### src/rtl/dmem_arb_pkg.sv
// dmem_arbiter shared types: FSM states, requester id, burst and stats widths.
// Optional statistics counters are enabled with DMEM_ARB_STATS_EN.
package dmem_arb_pkg;

    typedef enum logic [1:0] {
        IDLE = 2'd0,
        OWN0 = 2'd1,
        OWN1 = 2'd2
    } arb_state_e;

    typedef logic req_id_t;

    localparam int MAX_BURST_DEF = 4;
    localparam int STATS_W       = 16;

    // Burst counter holds 0..mb-1; keep at least one bit.
    function automatic int cnt_w(input int mb);
        return (mb < 3) ? 1 : $clog2(mb);
    endfunction

endpackage

### src/rtl/dmem_arbiter_if.sv
// Requester, memory and optional stats signals of the data-memory arbiter.
// Stats signals exist only when DMEM_ARB_STATS_EN is defined.
interface dmem_arbiter_if
    import dmem_arb_pkg::*;
#(
    parameter int W = 8,
    parameter int A = 8
) ();

    logic         Req0, Req1;
    logic         We0, We1;
    logic         Lock0, Lock1;
    logic [A-1:0] Addr0, Addr1;
    logic [W-1:0] WData0, WData1;
    logic         Gnt0, Gnt1;
    logic         RValid0, RValid1;
    logic [W-1:0] RData;
    logic         MemWe;
    logic [A-1:0] MemWAddr;
    logic [W-1:0] MemBus;
    logic [W-1:0] MemRData;
`ifdef DMEM_ARB_STATS_EN
    logic [STATS_W-1:0] GntCnt0, GntCnt1, ConflictCnt;
`endif

    modport master (
        output Req0, Req1, We0, We1, Lock0, Lock1,
        output Addr0, Addr1, WData0, WData1,
        output MemRData,
        input  Gnt0, Gnt1, RValid0, RValid1, RData,
        input  MemWe, MemWAddr, MemBus
`ifdef DMEM_ARB_STATS_EN
        , input GntCnt0, GntCnt1, ConflictCnt
`endif
    );

    modport slave (
        input  Req0, Req1, We0, We1, Lock0, Lock1,
        input  Addr0, Addr1, WData0, WData1,
        input  MemRData,
        output Gnt0, Gnt1, RValid0, RValid1, RData,
        output MemWe, MemWAddr, MemBus
`ifdef DMEM_ARB_STATS_EN
        , output GntCnt0, GntCnt1, ConflictCnt
`endif
    );

endinterface

### src/rtl/dmem_arb_pick.sv
// Combinational winner select: round-robin with bounded burst lock.
// One-hot grant; reset gating is applied by the caller.
module dmem_arb_pick
    import dmem_arb_pkg::*;
#(
    parameter int MAX_BURST = MAX_BURST_DEF,
    parameter int CW        = cnt_w(MAX_BURST)
) (
    input  logic [1:0]    req,
    input  logic [1:0]    lock,
    input  arb_state_e    state,
    input  req_id_t       last_win,
    input  logic [CW-1:0] burst_cnt,
    output logic [1:0]    gnt
);

    localparam logic [CW-1:0] BMAX = CW'(MAX_BURST - 1);

    logic both;
    logic below;
    logic hold0;
    logic hold1;

    assign both  = &req;
    assign below = burst_cnt < BMAX;
    assign hold0 = both & lock[0] & below & (state == OWN0);
    assign hold1 = both & lock[1] & below & (state == OWN1);

    always_comb begin
        gnt = 2'b00;
        unique case (1'b1)
            (req == 2'b00): gnt = 2'b00;
            (req == 2'b01): gnt = 2'b01;
            (req == 2'b10): gnt = 2'b10;
            hold0:          gnt = 2'b01;
            hold1:          gnt = 2'b10;
            default:        gnt = last_win ? 2'b01 : 2'b10;
        endcase
    end

endmodule

### src/rtl/dmem_arbiter.sv
// Two-port data-memory arbiter: same-cycle grant, memory mux, registered reads.
// DMEM_ARB_STATS_EN adds saturating grant and conflict counters.
module dmem_arbiter
    import dmem_arb_pkg::*;
#(
    parameter int W         = 8,
    parameter int A         = 8,
    parameter int MAX_BURST = MAX_BURST_DEF
) (
    input logic           Clk,
    input logic           Reset,
    dmem_arbiter_if.slave bus
);

    localparam int            CW   = cnt_w(MAX_BURST);
    localparam logic [CW-1:0] BMAX = CW'(MAX_BURST - 1);

    arb_state_e    state;
    req_id_t       last_win;
    logic [CW-1:0] burst_cnt;
    logic [CW-1:0] burst_inc;
    logic          rv0_q, rv1_q;
    logic [W-1:0]  rdata_q;
    logic [1:0]    pick;
    logic [1:0]    gnt;
    logic          rd_go;

    dmem_arb_pick #(
        .MAX_BURST (MAX_BURST),
        .CW        (CW)
    ) u_pick (
        .req       ({bus.Req1, bus.Req0}),
        .lock      ({bus.Lock1, bus.Lock0}),
        .state     (state),
        .last_win  (last_win),
        .burst_cnt (burst_cnt),
        .gnt       (pick)
    );

    assign gnt       = Reset ? pick : 2'b00;
    assign rd_go     = (gnt[0] & ~bus.We0) | (gnt[1] & ~bus.We1);
    assign burst_inc = (burst_cnt == BMAX) ? BMAX : burst_cnt + 1'b1;

    assign bus.Gnt0    = gnt[0];
    assign bus.Gnt1    = gnt[1];
    // A result still in flight when reset lands is suppressed.
    assign bus.RValid0 = rv0_q & Reset;
    assign bus.RValid1 = rv1_q & Reset;
    assign bus.RData   = rdata_q;

    always_comb begin
        bus.MemWe    = 1'b0;
        bus.MemWAddr = '0;
        bus.MemBus   = '0;
        unique case (1'b1)
            gnt[0]: begin
                bus.MemWe    = bus.We0;
                bus.MemWAddr = bus.Addr0;
                bus.MemBus   = bus.We0 ? bus.WData0 : W'(bus.Addr0);
            end
            gnt[1]: begin
                bus.MemWe    = bus.We1;
                bus.MemWAddr = bus.Addr1;
                bus.MemBus   = bus.We1 ? bus.WData1 : W'(bus.Addr1);
            end
            default: ;
        endcase
    end

    always_ff @(posedge Clk) begin
        if (!Reset) begin
            state     <= IDLE;
            last_win  <= 1'b1;
            burst_cnt <= '0;
            rv0_q     <= 1'b0;
            rv1_q     <= 1'b0;
            rdata_q   <= '0;
        end else begin
            rv0_q <= gnt[0] & ~bus.We0;
            rv1_q <= gnt[1] & ~bus.We1;
            if (rd_go) begin
                rdata_q <= bus.MemRData;
            end
            unique case (1'b1)
                gnt[0]: begin
                    state     <= OWN0;
                    last_win  <= 1'b0;
                    burst_cnt <= (state == OWN0) ? burst_inc : '0;
                end
                gnt[1]: begin
                    state     <= OWN1;
                    last_win  <= 1'b1;
                    burst_cnt <= (state == OWN1) ? burst_inc : '0;
                end
                default: begin
                    state     <= IDLE;
                    burst_cnt <= '0;
                end
            endcase
        end
    end

`ifdef DMEM_ARB_STATS_EN
    logic [STATS_W-1:0] gcnt0, gcnt1, ccnt;

    always_ff @(posedge Clk) begin
        if (!Reset) begin
            gcnt0 <= '0;
            gcnt1 <= '0;
            ccnt  <= '0;
        end else begin
            if (gnt[0] && gcnt0 != '1) begin
                gcnt0 <= gcnt0 + 1'b1;
            end
            if (gnt[1] && gcnt1 != '1) begin
                gcnt1 <= gcnt1 + 1'b1;
            end
            if (bus.Req0 && bus.Req1 && ccnt != '1) begin
                ccnt <= ccnt + 1'b1;
            end
        end
    end

    assign bus.GntCnt0     = gcnt0;
    assign bus.GntCnt1     = gcnt1;
    assign bus.ConflictCnt = ccnt;
`endif

endmodule

### src/flat_wrapper.sv
// flat-port wrapper written by rule: the top's interface ports become plain ports
module dmem_arbiter_flat import dmem_arb_pkg::*;
#(
    parameter int W         = 8,
    parameter int A         = 8,
    parameter int MAX_BURST = MAX_BURST_DEF
)
  (Clk, Reset, bus_Req0, bus_Req1, bus_We0, bus_We1, bus_Lock0, bus_Lock1, bus_Addr0, bus_Addr1, bus_WData0, bus_WData1, bus_MemRData, bus_Gnt0, bus_Gnt1, bus_RValid0, bus_RValid1, bus_RData, bus_MemWe, bus_MemWAddr, bus_MemBus);
  dmem_arbiter_if #(.W(W), .A(A)) bus_i ();
  input logic Clk;
  input logic Reset;
  input wire logic [$bits(bus_i.Req0)-1:0] bus_Req0;
  input wire logic [$bits(bus_i.Req1)-1:0] bus_Req1;
  input wire logic [$bits(bus_i.We0)-1:0] bus_We0;
  input wire logic [$bits(bus_i.We1)-1:0] bus_We1;
  input wire logic [$bits(bus_i.Lock0)-1:0] bus_Lock0;
  input wire logic [$bits(bus_i.Lock1)-1:0] bus_Lock1;
  input wire logic [$bits(bus_i.Addr0)-1:0] bus_Addr0;
  input wire logic [$bits(bus_i.Addr1)-1:0] bus_Addr1;
  input wire logic [$bits(bus_i.WData0)-1:0] bus_WData0;
  input wire logic [$bits(bus_i.WData1)-1:0] bus_WData1;
  input wire logic [$bits(bus_i.MemRData)-1:0] bus_MemRData;
  output wire logic [$bits(bus_i.Gnt0)-1:0] bus_Gnt0;
  output wire logic [$bits(bus_i.Gnt1)-1:0] bus_Gnt1;
  output wire logic [$bits(bus_i.RValid0)-1:0] bus_RValid0;
  output wire logic [$bits(bus_i.RValid1)-1:0] bus_RValid1;
  output wire logic [$bits(bus_i.RData)-1:0] bus_RData;
  output wire logic [$bits(bus_i.MemWe)-1:0] bus_MemWe;
  output wire logic [$bits(bus_i.MemWAddr)-1:0] bus_MemWAddr;
  output wire logic [$bits(bus_i.MemBus)-1:0] bus_MemBus;
  assign bus_i.Req0 = bus_Req0;
  assign bus_i.Req1 = bus_Req1;
  assign bus_i.We0 = bus_We0;
  assign bus_i.We1 = bus_We1;
  assign bus_i.Lock0 = bus_Lock0;
  assign bus_i.Lock1 = bus_Lock1;
  assign bus_i.Addr0 = bus_Addr0;
  assign bus_i.Addr1 = bus_Addr1;
  assign bus_i.WData0 = bus_WData0;
  assign bus_i.WData1 = bus_WData1;
  assign bus_i.MemRData = bus_MemRData;
  assign bus_Gnt0 = bus_i.Gnt0;
  assign bus_Gnt1 = bus_i.Gnt1;
  assign bus_RValid0 = bus_i.RValid0;
  assign bus_RValid1 = bus_i.RValid1;
  assign bus_RData = bus_i.RData;
  assign bus_MemWe = bus_i.MemWe;
  assign bus_MemWAddr = bus_i.MemWAddr;
  assign bus_MemBus = bus_i.MemBus;
  dmem_arbiter #(.W(W), .A(A), .MAX_BURST(MAX_BURST)) u_core (.Clk(Clk), .Reset(Reset), .bus(bus_i));
endmodule
### config.mk
export PLATFORM = sky130hd
export DESIGN_NAME = dmem_arbiter_flat
export DESIGN_NICKNAME = d
export VERILOG_FILES = /design/src/rtl/dmem_arb_pkg.sv /design/src/rtl/dmem_arbiter_if.sv /design/src/rtl/dmem_arb_pick.sv /design/src/rtl/dmem_arbiter.sv /design/src/flat_wrapper.sv
export SDC_FILE = /design/constraint.sdc
export NUM_CORES = 1
export LEC_CHECK = 0
export BUFFER_PORTS_ARGS = -buffer_cell sky130_fd_sc_hd__buf_2
export CORE_ASPECT_RATIO = 1.75
export CORE_MARGIN = 1.5
export CORE_UTILIZATION = 39
export DETAILED_ROUTE_END_ITERATION = 6
export HOLD_SLACK_MARGIN = 0.06
export PLACE_DENSITY_LB_ADDON = 0.05
export SYNTH_ARGS = -nofsm -noshare
export SYNTH_HDL_FRONTEND = slang
export SYNTH_SLANG_ARGS = --single-unit
### constraint.sdc
create_clock -name Clk -period 1.8 [get_ports Clk]
set_clock_uncertainty 0.15 [all_clocks]
set_input_delay 0 -clock Clk [delete_from_list [all_inputs] [get_ports Clk]]
set_output_delay 0 -clock Clk [all_outputs]
set_load 0.1 [all_outputs]
==> results, run 1 <==
- The CTS tree is done.
- The final period utilization is 117%.
- sky130_fd_sc_hd__dfxtp_1 takes more of the synthesized area than any other cell.
- Entering global routing, the biggest net connects 21 pins.
- Yosys instantiated no cell more often than sky130_fd_sc_hd__mux2i_1.
- The leakage power of the design is 1.09 nW.
- The sequential cell area fraction in the yosys report is 30.9%.
- The number of instances in the synthesized netlist is 111.
- The data arrival time at the worst-slack endpoint is 1.95 ns.
- On the final layout, the worst hold slack is 0.161 ns.
- The final RePlAce weighted congestion is 0.682.
- The count of placed standard cells in the final layout, fillers left out is 238.
- Measured in cells, the most critical reg-to-reg path has a length of 8.
- The cell sitting at the root of the clock tree is a sky130_fd_sc_hd__clkbuf_8.
- The floorplan has 23 rows.
- The number of nets in the synthesized netlist is 159.
- Each instance of the synthesized netlist takes up on average 8.75 sq um.
- The worst register-to-register path ends at u_core.burst_cnt[0].
- The fraction of synthesized area in multiplexers is 24.7%.
- The CTS buffer count is 3.
- Yosys printed 0 warnings.
- The layout cell share with drive strength beyond 1 is 60.8%.
- Setup violations remaining at the end of the flow were counted as 29.
- The count of buffers added on input and output ports is 76.
- The detailed placer's ending HPWL is 2820 um.
- The complex-gate fraction of the synthesized area is 20.0%.
- The synthesized netlist devotes 18.4% of its cell area to simple gates.
- In this run the worst path has a maximum fanout of 5.
- By area the synthesized netlist is led by sky130_fd_sc_hd__dfxtp_1, sky130_fd_sc_hd__mux2i_1, sky130_fd_sc_hd__a22o_1, sky130_fd_sc_hd__nand2_1, sky130_fd_sc_hd__o22ai_1.
- The relative slew slack is 66.0%.
- In this run the number of H-tree levels came out at 1.
- For this configuration, the core starts out at a cell density of 41.7%.
- The die is 40.7 um wide.
- At the pin with the least slew margin, the transition time is 0.496 ns.
- The number of cells after detailed placement is 213.
- Across all setup checks in the final design, the least slack found is -0.299 ns.
- The synthesized design contains 15 register bits.
- Counting along the longest clock path gives a buffer depth of 2.
- The worst hold path belongs to the class in -> reg.
- After synthesis, the largest area contributor takes up 30.9% of total cell area.
- The launching instance or port of the critical path is u_core.state[1].
- The CTS sink count is 15.
- The total wire length after detailed routing is 6090 um.
- STA classifies the critical path startpoint as a register.
- The hold path startpoint is bus_Req0.
- The endpoint of the worst hold-timing path is u_core.state[0].
- After synthesis, the share of flip-flops with an asynchronous set or reset is 0%.
- The first global-routing pass estimated 6440 um of wire.
- From bottom edge to top edge, the die measures 69.0 um.
- Dividing the detail-routed via count by the number of cells gives 6.00.
- Of the total synthesized cell area, the portion taken by XOR and XNOR cells is 0%.
- The worst register-to-register path has a setup slack of -0.23 ns.
- The number of remaining DRC errors is 0.
- The category of the worst setup path capture point is an output port.
- The die area is 0.00281 sq mm.
- After the first detailed-routing iteration, the DRC count stood at 67.
- 77 I/O pins were placed.
- The hold-critical path depth is 4.
- The number of vias in the routed layout is 1427.
- The achievable frequency is 476 MHz.
- The global-route total usage across every layer is 32.6%.
- The worst register-to-register path begins at u_core.state[1].
- The worst supply voltage drop on vdd is 0.467 mV.
- The total power per unit cell area is 705 mW/mm^2.
- Counting I/O delays and the setup requirement, the final critical path takes 2.10 ns.
- The number of enable-type register cells in the synthesized netlist is 0.
- By area, the combinational part of the netlist is dominated by multiplexers.
- Setup repair after global routing could not meet its margin everywhere.
- The clock-pin slew on the worst setup and hold paths is 0.07 ns.
- Max-cap violations in this run came to 0.
- The flow ran to the end, but the final reports show violations.
- The most instantiated flip-flop cell in the synthesis netlist is sky130_fd_sc_hd__dfxtp_1.
- In this run the cell area of the synthesized design comes to 971 sq um.
- The first TritonRoute pass finished after 4 iterations.
- The number of global-route vias before repair is 1462.
- The number of nets in the final layout is 261.
- The number of antenna violations at the first check in global routing was 1.
- The later pin in the worst-skew pair is clocked with a latency of 0.26 ns.
- For the worst setup path, the data required time is 1.65 ns.
- After detailed routing, the average wire length per cell comes to 25.6 um.
- The count of unique library cells instantiated by Yosys is 28.
- The finished cells cover 0.00225 sq mm.
- In this run the standard cell core region covers 0.00233 sq mm.
- Once detail routing completed, the nets flagged for antenna violations numbered 0.
- The checks that failed: setup timing.
- Of the total synthesized cell area, the portion taken by full adders, half adders and majority gates is 0%.
- The final number of max-transition violations was 0.
- By count the netlist is led by sky130_fd_sc_hd__mux2i_1, sky130_fd_sc_hd__nand2_1, sky130_fd_sc_hd__dfxtp_1.
- The critical path is of the reg -> out type.
- The area growth from synthesis to layout is 132%.
- The total overflow left after global routing is 0.
- Once placement finished, the instance area stood at 0.00192 sq mm.
- The final number of hold-violating endpoints is 0.
power by group:
group / internal [mW] / switching [mW] / leakage [nW] / total [mW]
clock network: 0.154 / 0.132 / 0.0255 / 0.286
registers: 0.354 / 0.0173 / 0.124 / 0.371
logic: 0.343 / 0.590 / 0.942 / 0.934
total: 0.851 / 0.740 / 1.09 / 1.59
cells by family after synthesis:
logic type | count (synthesis)
AOI/OAI and AO/OA | 25
and+or+nand+nor | 35
muxes | 24
buffers and inverters | 12
DFF | 15
cell usage in the layout, fill, tap and decap left out, types with 2 or more instances in the layout:
| cell type | n |
|---|---|
| sky130_fd_sc_hd__buf_4 | 9 |
| sky130_fd_sc_hd__dlygate4sd3_1 | 14 |
| sky130_fd_sc_hd__o22ai_4 | 8 |
| sky130_fd_sc_hd__nor2_1 | 3 |
| sky130_fd_sc_hd__clkbuf_8 | 3 |
| sky130_fd_sc_hd__buf_12 | 20 |
| sky130_fd_sc_hd__inv_1 | 2 |
| sky130_fd_sc_hd__o21ai_0 | 2 |
| sky130_fd_sc_hd__dfxtp_2 | 4 |
| sky130_fd_sc_hd__buf_2 | 57 |
| sky130_fd_sc_hd__and2_1 | 2 |
| sky130_fd_sc_hd__mux2i_1 | 24 |
| sky130_fd_sc_hd__nand2_1 | 16 |
| sky130_fd_sc_hd__dfxtp_1 | 11 |
| sky130_fd_sc_hd__nor2b_1 | 3 |
| sky130_fd_sc_hd__nor3b_2 | 2 |
| sky130_fd_sc_hd__a22o_4 | 9 |
| sky130_fd_sc_hd__nand2b_1 | 2 |
worst max-delay path by stage:
stage | to | slack [ns] | cells past startpoint
after global routing | bus_MemWAddr[7] | -0.33 | 6
after global placement | bus_MemWAddr[1] | 0.10 | 7
final | bus_MemWAddr[7] | -0.30 | 6
after floorplan | bus_MemBus[0] | 0.03 | 6
after CTS | bus_MemWAddr[1] | -0.17 | 6
after detailed placement | u_core.bus.RData[3] | 0.01 | 7
flip-flops by register name, indices dropped and copies added, names as in the netlist:
register and count:
u_core.rv0_q 1, u_core.state 2, u_core.last_win 1, u_core.bus.RData 8, u_core.burst_cnt 2, u_core.rv1_q 1
final cells by class:
cell class	count	area [sq um]
sequential	15	305
clock buffer	3	41.3
inverter	4	22.5
fill	41	76.3
antenna	1	2.50
timing repair inverter	1	8.76
multi-input combinational	84	866
clock inverter	1	5.00
tap	25	31.3
timing repair buffer	104	972
repair_timing:
action                     CTS  global route
setup endpoints to repair   22            29
buffers inserted             3             3
pin swaps                   13             4
resized for setup           13             7
hold buffers                14             0
hold endpoints to repair    11             0
gates cloned                 1             1
critical path, stage by stage (launching register included):
cell and delay [ns]:
sky130_fd_sc_hd__dfxtp_2 0.35, sky130_fd_sc_hd__nand3b_1 0.27, sky130_fd_sc_hd__a221oi_4 0.30, sky130_fd_sc_hd__nand2b_4 0.27
sky130_fd_sc_hd__inv_8 0.06, sky130_fd_sc_hd__a22o_4 0.27, sky130_fd_sc_hd__buf_12 0.17
routing by layer:
layer,vias to the layer above,track usage (%),wire length [um]
li1,611,-,-
met1,685,26.9,1850
met2,100,63.7,3350
met3,31,5.47,441
met4,0,14.1,449
met5,-,0,0
stage by stage:
stage	setup TNS (ns)	utilization [%]	total power [mW]	setup WS [ns]
floorplan	0	-	0.930	0.0304
global placement	0	82.5	1.19	0.102
detailed placement	0	82.5	1.20	0.0112
CTS	-2.66	93.2	1.51	-0.167
global route	-6.77	96.7	1.62	-0.327
finish	-5.95	96.7	1.59	-0.299
Power figures use the tool's default switching activity.
==> run 2, diff against run 1 <==
- CORE_MARGIN: 1.5 -> default
- GPL_ROUTABILITY_DRIVEN: default -> 0
==> run 2 against run 1 <==
The flow still finishes with violations (setup timing). Wire length down 16%. Worst setup slack better by 0.057 ns. Die area down 3.9%. Cell count down 0.42%. Non-clock buffer count down 1. Sequential power down 1%. Clock power down 6%. First-iteration DRC count down 7.5%. Sequential cell count unchanged. Final area down 1.9%. Register-to-register slack better by 0.20 ns.
==> results, run 2 (synthesized netlist as in run 1, its figures left out) <==
- The total wire length after detailed routing was 5140 um (was 6090 um).
- The number of remaining DRC errors was 0 (unchanged).
- The number of antenna-violating nets in the routed design is 0 (unchanged).
- The worst supply voltage drop on vdd was 0.499 mV (was 0.467 mV).
- The first-pass GRT wire length was 6510 um (was 6440 um).
- The critical path startpoint category is a register (unchanged).
- The stage delay of the slowest cell on the critical path is 0.33 ns (was 0.35 ns).
- Violated checks: setup timing (unchanged).
- Setup repair after global routing missed its margin: yes (unchanged).
- The area growth from synthesis to layout was 128% (was 132%).
- Most used cells in the layout excluding fill and tap cells: sky130_fd_sc_hd__buf_2, sky130_fd_sc_hd__mux2i_1, sky130_fd_sc_hd__buf_12 (unchanged).
- The CTS sink count was 15 (unchanged).
- Status: complete, but fails checks (unchanged).
- The number of global-route vias before repair is 1428 (was 1462).
- The shortest period the worst path allows came to 2.04 ns (was 2.10 ns).
- The number of antenna violations at the first check in global routing was 1 (unchanged).
- The total power per unit cell area is 699 mW/mm^2 (was 705 mW/mm^2).
- The clock latency reported for the late side of the worst-skew pair came to 0.24 ns (was 0.26 ns).
- The detailed placer's ending HPWL is 2730 um (was 2820 um).
- The smallest setup slack after layout is -0.243 ns (was -0.299 ns).
- The summed negative setup slack over all endpoints came to -3.66 ns (was -5.95 ns).
- The final period utilization was 113% (was 117%).
- The maximum number of pins on one net before global-route repair is 21 (unchanged).
- The category of the worst setup path capture point is an output port (unchanged).
- The count of buffer and inverter cells on the critical path is 2 (unchanged).
- The y dimension of the die is 68.0 um (was 69.0 um).
- The total grt overflow is 0 (unchanged).
- The maximum clock path buffer count is 2 (unchanged).
- The worst hold margin is 0.0521 ns (was 0.161 ns).
- The via density per instance is 5.82 (was 6.00).
- The number of nets in the final layout is 260 (was 261).
- The pre-CTS worst setup slack is 0.00823 ns (was 0.0112 ns).
- The combinational group share of total power is 58.9% (was 58.7%).
- The classification of the worst setup path was reg -> out (unchanged).
- The clock root buffer was sky130_fd_sc_hd__clkbuf_8 (unchanged).
- The data required time at the worst endpoint is 1.65 ns (about the same).
- Critical path, cell by cell: nand3b_1, a221oi_4, nand2b_4, inv_8, a22o_4, buf_12 (unchanged).
- The maximum fanout encountered on the critical timing path is 5 (unchanged).
- The portion of total power attributed to sequential cells is 23.7% (was 23.3%).
- The area of the placeable core is 0.00233 sq mm (unchanged).
- The slew at the pin closest to its max-slew limit is 0.503 ns (was 0.496 ns).
- The most common library cell in the layout ignoring fill and taps is sky130_fd_sc_hd__buf_2 (unchanged).
- The top-level I/O count was 77 (unchanged).
- The cell type group with the largest total delay on the critical path is compound AO/OA/AOI/OAI gates (unchanged).
- The number of buffers added on ports is 76 (unchanged).
- The flip-flop count of the largest register after layout came to 8 (unchanged).
- The CTS H-tree depth is 1 (unchanged).
- The overall die width is 39.7 um (was 40.7 um).
- The relative slew slack was 66.7% (was 66.0%).
- The clock-pin slew on the worst setup and hold paths came to 0.06 ns (was 0.07 ns).
- The number of vias in the routed layout is 1379 (was 1427).
- The number of DRC markers after the initial detailed-route iteration is 62 (was 67).
- The routed length per instance is 21.7 um (was 25.6 um).
- The count of endpoints failing setup in the final report came to 28 (was 29).
- The initial core utilization is 41.7% (unchanged).
- The achievable frequency came to 490 MHz (was 476 MHz).
- The class of the tightest hold or removal check was in -> reg (unchanged).
- The max-capacitance violation count is 0 (unchanged).
- The leakage power of the design is 1.08 nW (was 1.09 nW).
- The site row count is 23 (unchanged).
- The global-route total usage across every layer was 35.8% (was 32.6%).
- The total internal power came to 845 uW (was 851 uW).
- The count of TritonRoute iterations in the first routing pass is 4 (unchanged).
- The CTS tree is done (unchanged).
- The relative contribution of the clock network to total power came to 17.4% (was 18.0%).
- The switching part of the total power is 45.3% (was 46.5%).
- The data arrival time at the worst-slack endpoint is 1.89 ns (was 1.95 ns).
- The final number of max-transition violations is 0 (unchanged).
- The CTS buffer count is 3 (unchanged).
- The post-layout total power was 1.55 mW (was 1.59 mW).
- The layout cell share with drive strength beyond 1 came to 59.2% (was 60.8%).
- The switching component of the power was 700 uW (was 740 uW).
- The cell with the largest stage delay on the worst path was sky130_fd_sc_hd__dfxtp_2 (unchanged).
- The final number of hold-violating endpoints is 0 (unchanged).
- The die area is 0.00270 sq mm (was 0.00281 sq mm).
run 2: routing by layer:
metal / global-route usage, % / vias to the layer above / wire length, um
met3: 6.17 / 29 / 341
li1: - / 607 / -
met2: 69.1 / 103 / 2910
met1: 30.6 / 640 / 1570
met4: 22.4 / 0 / 318
met5: 0 / - / 0
run 2: power by group through the flow:
stage	sequential, mW	clock (mW)	combinational (mW)
floorplan	0.461	0	0.469
global placement	0.370	0	0.817
detailed placement	0.371	0	0.831
CTS	0.365	0.268	0.873
global route	0.369	0.289	0.933
finish	0.366	0.268	0.910
run 2: worst paths after layout:
path	cells after the start	slack [ns]	endpoint	startpoint
setup / recovery	6	-0.24	bus_MemWAddr[4]	u_core.state[1]
hold / removal	3	0.05	u_core.last_win	bus_Lock1
setup reg to reg	7	-0.03	u_core.burst_cnt[0]	u_core.state[1]
hold reg to reg	2	0.31	u_core.bus.RData[6]	u_core.bus.RData[6]
run 2: layout make-up:
| class | count | area [sq um] |
|---|---|---|
| Inverter | 4 | 22.5 |
| Fill cell | 66 | 120 |
| Sequential cell | 15 | 305 |
| Clock buffer | 4 | 45.0 |
| Tap cell | 25 | 31.3 |
| Multi-Input combinational cell | 84 | 851 |
| Timing Repair Buffer | 103 | 942 |
| Timing Repair inverter | 1 | 11.3 |
| Antenna cell | 1 | 2.50 |
run 2: metrics by stage:
stage | utilization [%] | instance area [sq um] | std cells
global placement | 82.5 | 1920 | 213
detailed placement | 82.5 | 1920 | 213
floorplan | - | 1180 | 111
finish | 94.8 | 2210 | 237
CTS | 92.6 | 2160 | 233
global route | 94.8 | 2210 | 237
run 2: worst register-to-register path, delay by kind of cell, from the launching register on:
| family | cells | cell delay [ns] |
|---|---|---|
| buffers and inverters | 2 | 0.28 |
| AO/OA/AOI/OAI | 3 | 0.52 |
| flip-flops | 1 | 0.33 |
| AND/OR/NAND/NOR | 2 | 0.46 |
run 2: what timing repair did:
action                                 CTS  global route
gates cloned                             1             0
pin swaps                               12             3
endpoints found under the hold margin   11             1
gates resized for setup                 12             7
setup buffers                            3             3
hold buffers                            12             2
setup endpoints to repair               24            30
==> run 3, diff against run 2 <==
- CELL_PAD_IN_SITES_DETAIL_PLACEMENT: default -> 1
- CELL_PAD_IN_SITES_GLOBAL_PLACEMENT: default -> 1
- CORE_UTILIZATION: 39 -> 26
- SKIP_LAST_GASP: default -> 1
==> run 3 against run 2 <==
Worst setup slack gained 0.045 ns. Final area rose by 2.7%. First-iteration DRC count is 89% lower. Register-to-register slack better by 0.03 ns. Via count down 7.3%. Power fell by 0.77%. The flow still finishes with violations (setup timing). Clock power barely moved. Critical path type unchanged. Sequential share of layout area shrank 0.48 points.
==> results, run 3 (synthesized netlist as in run 1, its figures left out) <==
- Setup repair after global routing missed its margin: yes (unchanged).
- The count of placed standard cells in the final layout, fillers left out came to 260 (was 237).
- The achievable frequency is 501 MHz (was 490 MHz).
- The number of cells after detailed placement was 236 (was 213).
- The total grt overflow is 0 (unchanged).
- The cell area after layout is 0.00227 sq mm (was 0.00221 sq mm).
- The overall die width is 48.2 um (was 39.7 um).
- The flip-flop count of the largest register after layout is 8 (unchanged).
- The CTS buffer count is 3 (unchanged).
- The number of remaining DRC errors was 0 (unchanged).
- The number of fill cells was 388 (was 66).
- The first-pass GRT wire length was 6260 um (was 6510 um).
- The final period utilization came to 111% (was 113%).
- The critical path startpoint category was a register (unchanged).
- The final number of hold-violating endpoints came to 0 (unchanged).
- The die area is 0.00399 sq mm (was 0.00270 sq mm).
- The area of the placeable core is 0.00359 sq mm (was 0.00233 sq mm).
- The CTS H-tree depth was 1 (unchanged).
- The global-route total usage across every layer came to 21.3% (was 35.8%).
- The final number of max-transition violations is 0 (unchanged).
- The count of antenna diodes in the layout is 0 (was 1).
- The count of endpoints failing setup in the final report is 20 (was 28).
- The via density per instance is 4.92 (was 5.82).
- The area growth from synthesis to layout is 134% (was 128%).
- The number of antenna-violating nets in the routed design is 0 (unchanged).
- The y dimension of the die came to 82.8 um (was 68.0 um).
- The data arrival time at the worst-slack endpoint is 1.85 ns (was 1.89 ns).
- The layout cell share with drive strength beyond 1 is 59.8% (was 59.2%).
- The clock latency reported for the late side of the worst-skew pair was 0.24 ns (about the same).
- The max-capacitance violation count is 0 (unchanged).
- The number of global-route vias before repair is 1447 (was 1428).
- Status: complete, but fails checks (unchanged).
- The shortest period the worst path allows is 2.00 ns (was 2.04 ns).
- The category of the worst setup path capture point is an output port (unchanged).
- The number of vias in the routed layout is 1278 (was 1379).
- The clock-pin slew on the worst setup and hold paths came to 0.06 ns (about the same).
- The data required time at the worst endpoint is 1.65 ns (about the same).
- The CTS tree is done (unchanged).
- The detailed placer's ending HPWL is 3120 um (was 2730 um).
- The CTS sink count was 15 (unchanged).
- The total wire length after detailed routing was 4240 um (was 5140 um).
- The maximum clock path buffer count is 2 (unchanged).
- The post-layout total power is 1.53 mW (was 1.55 mW).
- The relative slew slack is 67.0% (was 66.7%).
- The number of nets in the final layout is 263 (was 260).
- The count of TritonRoute iterations in the first routing pass is 4 (unchanged).
- The slew at the pin closest to its max-slew limit was 0.499 ns (was 0.503 ns).
- The number of DRC markers after the initial detailed-route iteration came to 7 (was 62).
- The utilization of the core after routing came to 63.2% (was 94.8%).
- The smallest setup slack after layout came to -0.197 ns (was -0.243 ns).
- The top-level I/O count is 77 (unchanged).
- The routed length per instance was 16.3 um (was 21.7 um).
- The number of antenna violations at the first check in global routing came to 0 (was 1).
- The leakage power of the design is 1.09 nW (was 1.08 nW).
- The most common library cell in the layout ignoring fill and taps is sky130_fd_sc_hd__buf_2 (unchanged).
- The class of the tightest hold or removal check is in -> reg (unchanged).
- The site row count was 29 (was 23).
- The number of buffers added on ports is 76 (unchanged).
- The instance area at placement is 0.00196 sq mm (was 0.00192 sq mm).
- The maximum fanout encountered on the critical timing path is 5 (unchanged).
- Violated checks: setup timing (unchanged).
- The worst supply voltage drop on vdd is 0.423 mV (was 0.499 mV).
- Most used cells in the layout excluding fill and tap cells: sky130_fd_sc_hd__buf_2, sky130_fd_sc_hd__mux2i_1, sky130_fd_sc_hd__buf_12 (unchanged).
- The summed negative setup slack over all endpoints is -3.24 ns (was -3.66 ns).
- The classification of the worst setup path is reg -> out (unchanged).
- The maximum number of pins on one net before global-route repair is 17 (was 21).
- The initial core utilization is 27.0% (was 41.7%).
- The total power per unit cell area was 675 mW/mm^2 (was 699 mW/mm^2).
- The clock root buffer is sky130_fd_sc_hd__clkbuf_8 (unchanged).
==> run 3: cell types whose count changed in the layout (fill, tap and decap cells not counted), moves of 2 or more <==
cell / change
sky130_fd_sc_hd__buf_6: +2
sky130_fd_sc_hd__o21ai_1: -2
sky130_fd_sc_hd__dfxtp_2: -2
sky130_fd_sc_hd__dfxtp_1: +2
==> run 3: per-stage QoR <==
stage	hold WS [ns]	worst slack, ns
after floorplan	-0.0112	0.0304
after CTS	-0.0217	-0.180
after global routing	0.251	-0.278
after global placement	0.0946	0.0827
after detailed placement	0.106	-0.00454
final	0.203	-0.197
==> run 3: path summary, 6_finish.rpt <==
path	cells past startpoint	to	startpoint	slack, ns
worst max-delay path	6	bus_MemWAddr[7]	u_core.state[1]	-0.20
worst min-delay path	5	u_core.state[0]	bus_Lock1	0.20
worst max register to register	6	u_core.bus.RData[5]	u_core.state[1]	0
worst min register to register	2	u_core.bus.RData[7]	u_core.bus.RData[7]	0.32
==> run 3: critical path: stages (launching register included) <==
cell and delay, ns:
sky130_fd_sc_hd__dfxtp_2 0.32, sky130_fd_sc_hd__nand3b_1 0.25, sky130_fd_sc_hd__a221oi_4 0.29, sky130_fd_sc_hd__nand2b_4 0.26, sky130_fd_sc_hd__inv_8 0.06, sky130_fd_sc_hd__a22o_4 0.25
sky130_fd_sc_hd__buf_12 0.16
==> run 3: what timing repair did <==
| item | 4_1_cts | 5_1_grt |
|---|---|---|
| cloned | 1 | 0 |
| setup buffers | 3 | 4 |
| hold endpoints to repair | 14 | 1 |
| pin swaps | 12 | 4 |
| hold buffers | 12 | 2 |
| resized for setup | 10 | 7 |
| endpoints found under the setup margin | 27 | 29 |
==> run 3: layout make-up <==
class	count	area, sq um	area share [%]
repair buffers	106	962	42.4
multi-input cells	84	872	38.4
flip-flops and latches	15	303	13.3
well taps	46	57.6	2.53
clock buffers	4	45.0	1.98
inverters	4	22.5	0.992
repair inverters	1	8.76	0.386
==> run 3: per-layer routing <==
metal  vias up  GRT usage, %  share of wire, %
met2        55          40.1                59
met3         8          5.00               6.4
met5         -             0                 0
li1        614             -                 -
met1       601          19.0                32
met4         0          8.84               2.5
==> run 3: where the power goes <==
group          internal [mW]  switching (mW)  leakage (nW)
Clock                  0.156           0.112        0.0228
Sequential             0.353          0.0123         0.124
Combinational          0.341           0.558         0.944
Total                  0.851           0.682          1.09
